`src/rtl/btn_debouncer_multi.sv`:
```
// rtl/btn_debouncer_multi.sv - multi-channel button debouncer with press/release/long-press events
// Optional auto-repeat: define AUTO_REPEAT_EN to enable repeat_pulse generation.
module btn_debouncer_multi #(
    parameter int N_CH          = 4,
    parameter int STABLE_CYCLES = 1048575,
    parameter int HOLD_CYCLES   = 50000000,
    parameter int REPEAT_CYCLES = 10000000
) (
    input  logic            clk,
    input  logic            rst,
    input  logic [N_CH-1:0] btn_in,
    output logic [N_CH-1:0] btn_level,
    output logic [N_CH-1:0] press_pulse,
    output logic [N_CH-1:0] release_pulse,
    output logic [N_CH-1:0] long_pulse,
    output logic [N_CH-1:0] repeat_pulse
);

    // One shared width sized for the largest count so no counter can wrap.
    localparam int MAX_SH = (STABLE_CYCLES > HOLD_CYCLES) ? STABLE_CYCLES : HOLD_CYCLES;
    localparam int MAX_P  = (MAX_SH > REPEAT_CYCLES) ? MAX_SH : REPEAT_CYCLES;
    localparam int CW     = $clog2(MAX_P) + 1;

    localparam logic [CW-1:0] STABLE_LAST = CW'(STABLE_CYCLES - 1);
    localparam logic [CW-1:0] HOLD_LAST   = CW'(HOLD_CYCLES - 1);
    localparam logic [CW-1:0] HOLD_SAT    = CW'(HOLD_CYCLES);
    localparam logic [CW-1:0] CNT_ONE     = CW'(1);

    logic [N_CH-1:0] sync_ff1;
    logic [N_CH-1:0] sync_ff2;
    logic [CW-1:0]   stab_cnt [N_CH];
    logic [CW-1:0]   hold_cnt [N_CH];
    logic [N_CH-1:0] accept;

    // accept marks the edge on which a channel's debounced level toggles.
    always_comb begin
        accept = '0;
        for (int i = 0; i < N_CH; i++) begin
            accept[i] = (sync_ff2[i] != btn_level[i]) && (stab_cnt[i] == STABLE_LAST);
        end
    end

    always_ff @(posedge clk) begin
        if (rst) begin
            sync_ff1      <= '0;
            sync_ff2      <= '0;
            btn_level     <= '0;
            press_pulse   <= '0;
            release_pulse <= '0;
            long_pulse    <= '0;
            for (int i = 0; i < N_CH; i++) begin
                stab_cnt[i] <= '0;
                hold_cnt[i] <= '0;
            end
        end else begin
            sync_ff1 <= btn_in;
            sync_ff2 <= sync_ff1;
            for (int i = 0; i < N_CH; i++) begin
                press_pulse[i]   <= accept[i] && !btn_level[i];
                release_pulse[i] <= accept[i] && btn_level[i];

                if (accept[i]) begin
                    btn_level[i] <= ~btn_level[i];
                    stab_cnt[i]  <= '0;
                end else if (sync_ff2[i] != btn_level[i]) begin
                    stab_cnt[i] <= stab_cnt[i] + CNT_ONE;
                end else begin
                    stab_cnt[i] <= '0;
                end

                // A releasing edge clears hold progress so no long event lands on it.
                if (!btn_level[i] || accept[i]) begin
                    hold_cnt[i]   <= '0;
                    long_pulse[i] <= 1'b0;
                end else begin
                    if (hold_cnt[i] != HOLD_SAT) begin
                        hold_cnt[i] <= hold_cnt[i] + CNT_ONE;
                    end
                    long_pulse[i] <= (hold_cnt[i] == HOLD_LAST);
                end
            end
        end
    end

`ifdef AUTO_REPEAT_EN
    localparam logic [CW-1:0] REPEAT_LAST = CW'(REPEAT_CYCLES - 1);

    logic [CW-1:0] rep_cnt [N_CH];

    // Repeat phase starts from the long-press edge and runs while the hold counter is saturated.
    always_ff @(posedge clk) begin
        if (rst) begin
            repeat_pulse <= '0;
            for (int i = 0; i < N_CH; i++) begin
                rep_cnt[i] <= '0;
            end
        end else begin
            for (int i = 0; i < N_CH; i++) begin
                if (!btn_level[i] || accept[i] || hold_cnt[i] == HOLD_LAST) begin
                    rep_cnt[i]      <= '0;
                    repeat_pulse[i] <= 1'b0;
                end else if (hold_cnt[i] == HOLD_SAT) begin
                    if (rep_cnt[i] == REPEAT_LAST) begin
                        rep_cnt[i]      <= '0;
                        repeat_pulse[i] <= 1'b1;
                    end else begin
                        rep_cnt[i]      <= rep_cnt[i] + CNT_ONE;
                        repeat_pulse[i] <= 1'b0;
                    end
                end else begin
                    repeat_pulse[i] <= 1'b0;
                end
            end
        end
    end
`else
    assign repeat_pulse = '0;
`endif

endmodule

```
`config.mk`:
```
export PLATFORM = sky130hd
export DESIGN_NAME = btn_debouncer_multi
export DESIGN_NICKNAME = d
export VERILOG_FILES = /design/src/rtl/btn_debouncer_multi.sv
export SDC_FILE = /design/constraint.sdc
export NUM_CORES = 1
export LEC_CHECK = 0
export BUFFER_PORTS_ARGS = -buffer_cell sky130_fd_sc_hd__buf_2
export CORE_MARGIN = 2
export CORE_UTILIZATION = 46
export CTS_BUF_LIST = sky130_fd_sc_hd__clkbuf_16
export CTS_CLUSTER_SIZE = 24
export DETAILED_ROUTE_END_ITERATION = 7
export MAX_ROUTING_LAYER = met4
export SETUP_SLACK_MARGIN = 0.3
export SYNTH_ARGS = -nofsm -noshare
export SYNTH_HDL_FRONTEND = slang
export SYNTH_SLANG_ARGS = --single-unit
```
`constraint.sdc`:
```
create_clock -name clk -period 4.45 [get_ports clk]
set_input_delay 0 -clock clk [delete_from_list [all_inputs] [get_ports clk]]
set_output_delay 0 -clock clk [all_outputs]
set_load 0.005 [all_outputs]
```
==> out/metrics.cfg <==
[flow_run]
max_cap_viol_count=0

[setup_path]
worstSetupPathType=register to register
critical_path.top_delay_family=simple AND/OR/NAND/NOR gates
cp_num_buf_inv=0
endpoint_kind=register
cp_data_arrival_time_ns=2.94
crit_path_start_kind=register
path_cells=and4_1 -> and2_1 -> nand4_2 -> o211ai_2 -> nor2_1
worst_path_max_delay_cell=o211ai_2
crit_fanout=27
cp.required_ns=4.70
critPathMaxStageDelay_ns=0.92

[global_routing]
met3_usage_pct=2.674
grt_util_met2_pct=25.63
gr-usage-all-layers_pct=16.59
grt_pass1_wl_mm=39.07
grt_max_degree=28
grt-busiest-layer=met2
grt_pass1_vias=8197
grt_antenna_before_repair=0
use_met1_pct=22.97
overflow=0

[clock_network]
cts_resized=0
postCtsHoldBufs=9
cts-buffers-inserted=28
postCtsSetupBuffers=0
root_buffer=clkbuf_16
clk_pin_slew_ns=0.06
cts_tree=done
clockBufferDepth=3
cts_sinks=240
clock_latency_ns=0.54
h-tree-depth=1

[die]
rows=60
initial_core_util_pct=47.08
die_w_um=170.3
die-area_mm2=0.02901
ios=26
core-area_mm2=0.02703
die_h_um=170.3

[pwr]
power_density_mw_per_mm2=322.3
leakage_uw=0.004995
ir_drop_v=0.0002484

[final_layout]
instances_no_fill=1703
final_net_count=1362
fillers=2472
layout-drive-gt1-share_pct=5.653
syn_to_final_growth_pct=12.94
diodes=0

[outcome]
run_status=finished, final reports clean

[logic_synthesis]
syn-instance-count=1201
syn_area_mm2=0.01272
synth_cell_types=50
synth_edf_count=216
synth-main-ff-cell=edfxtp_1
ys_seq_elements=240
ys_seq_area_share_pct=54.75
syn_avg_cell_area_um2=10.60
yosys_warnings=0
synthArstFlopShare_pct=0

[detailed_routing]
wl_per_cell_um=13.17
viasPerCell=5.044
vias=8590
drc=0
first_pass_iters=4
drtAntennaViolNets=0
initialDrtViolationCount=440
drt-total-wl_mm=22.43

[timing]
setup_tns_ns=0
period_needed_ns=2.685
fin_crit_sh_pct=60.34
worst_pin_slew_ns=1.111
finalSetupViolCount=0
finClkSkew_ns=0.02105
drv_slew=0
fin_hold_ws_ns=0.4434
relSlewSlack_pct=25.75
rsz0062_at_grt=false
hold_viol_final=0
max_freq_mhz=372.4

[placed_design]
gp_congestion=0.7764
post-place-cells=1642
dpl.hpwl_mm=14.77
port_buffers=21

[hold_path]
hold_path_class=register to register

==> where the power goes <==
group / switching, uW / leakage [uW] / internal (uW)
clock: 878 / 0.000427 / 1130
combinational: 53.4 / 0.00193 / 39.2
sequential: 47.7 / 0.00264 / 2480
total: 979 / 0.00499 / 3650
==> registers in the layout, summed over array words and instances (netlist names) <==
register,cells
hold_cnt,108
stab_cnt,108
press_pulse,4
long_pulse,4
release_pulse,4
sync_ff1,4
sync_ff2,4
btn_level,4
==> worst register-to-register path: cells and delay by family, from the launching register on <==
| family | cells | cell delay [ns] |
|---|---|---|
| DFF | 1 | 0.41 |
| AOI/OAI and AO/OA | 1 | 0.92 |
| and+or+nand+nor | 4 | 1.05 |
==> path summary, 6_finish.rpt <==
check	from	to	slack [ns]	cells after the start
worst max-delay path	stab_cnt[1][8]$_SDFFCE_PP0P_	hold_cnt[1][14]$_SDFFCE_PN0P_	1.77	5
worst min-delay path	sync_ff1[2]$_SDFF_PP0_	sync_ff2[2]$_SDFF_PP0_	0.44	1
worst max register to register	stab_cnt[1][8]$_SDFFCE_PP0P_	hold_cnt[1][14]$_SDFFCE_PN0P_	1.77	5
worst min register to register	sync_ff1[2]$_SDFF_PP0_	sync_ff2[2]$_SDFF_PP0_	0.44	1
==> area by class of cell <==
class / instances / area [um^2] / area share, %
clock buffer: 28 / 700.7 / 4.875
inverter: 32 / 120.1 / 0.8358
timing repair buffer: 33 / 217.7 / 1.515
clock inverter: 24 / 105.1 / 0.7313
multi-input combinational: 1005 / 5834 / 40.60
tap: 341 / 426.7 / 2.969
sequential: 240 / 6967 / 48.48
==> through the flow <==
| step | area, um^2 | util [%] | total power [uW] | worst slack [ns] |
|---|---|---|---|---|
| after detailed placement | 13480 | 49.86 | 2663 | 1.734 |
| after CTS | 14370 | 53.18 | 4705 | 1.732 |
| final | 14370 | 53.18 | 4632 | 1.765 |
| after global placement | 13480 | 49.86 | 2661 | 1.759 |
| after global routing | 14370 | 53.18 | 4805 | 1.380 |
| after floorplan | 13140 | - | 2641 | 1.391 |
==> kinds of logic after synthesis <==
| kind of cell | count (synthesis) | synth area share [%] |
|---|---|---|
| flops | 240 | 54.75 |
| mux | 3 | 0.2360 |
| fa+ha+maj | 16 | 1.573 |
| compound gates | 18 | 0.9636 |
| buf+inv | 66 | 2.645 |
| xor+xnor | 199 | 13.70 |
| other cells | 2 | 0.05902 |
| simple gates | 657 | 26.08 |
==> cell usage in the layout, fill, tap and decap left out, drive strengths merged <==
| cell type | synthesis | final |
|---|---|---|
| nand2b | 3 | 3 |
| inv | 32 | 41 |
| nor3 | 25 | 25 |
| nand3b | 1 | 1 |
| xnor2 | 68 | 68 |
| dlygate4sd3 | 0 | 9 |
| xor2 | 131 | 131 |
| and2 | 9 | 9 |
| or3 | 6 | 6 |
| ha | 16 | 16 |
| mux2i | 3 | 3 |
| nand4bb | 1 | 1 |
| o21ai | 8 | 8 |
| and3 | 33 | 33 |
| and3b | 1 | 1 |
| clkinv | 0 | 15 |
| or2 | 4 | 4 |
| clkbuf | 7 | 28 |
| conb | 2 | 112 |
| nand3 | 97 | 97 |
| nor4bb | 2 | 2 |
| nor4 | 24 | 24 |
| nor2b | 13 | 13 |
| nor3b | 4 | 4 |
| a21oi | 7 | 7 |
| edfxtp | 216 | 216 |
| or4b | 1 | 1 |
| nand2 | 67 | 67 |
| dfxtp | 24 | 24 |
| buf | 27 | 24 |
| and4 | 16 | 16 |
| o211ai | 3 | 3 |
| nor2 | 263 | 263 |
| nand4b | 1 | 1 |
| nand4 | 74 | 74 |
| nor4b | 9 | 9 |
| or4 | 3 | 3 |
==> Yosys cell counts, drive strengths merged (13+ instances only) <==
master,number,area [um^2]
and3,33,206.5
dfxtp,24,480.5
nor2,263,987.2
nand2,67,261.5
nand3,97,485.5
and4,16,140.1
buf,27,190.2
nor2b,13,81.33
nor4,24,196.4
xnor2,68,595.6
nand4,74,475.5
ha,16,200.2
nor3,25,135.1
inv,32,120.1
xor2,131,1147
edfxtp,216,6486
==> routing by layer <==
| layer | part of all wire [%] | vias to the layer above |
|---|---|---|
| met5 | 0 | - |
| met4 | 2.0 | 0 |
| met3 | 3.0 | 32 |
| met2 | 45 | 77 |
| met1 | 50 | 4053 |
| li1 | - | 4428 |
(Power assumes the default switching activity.)
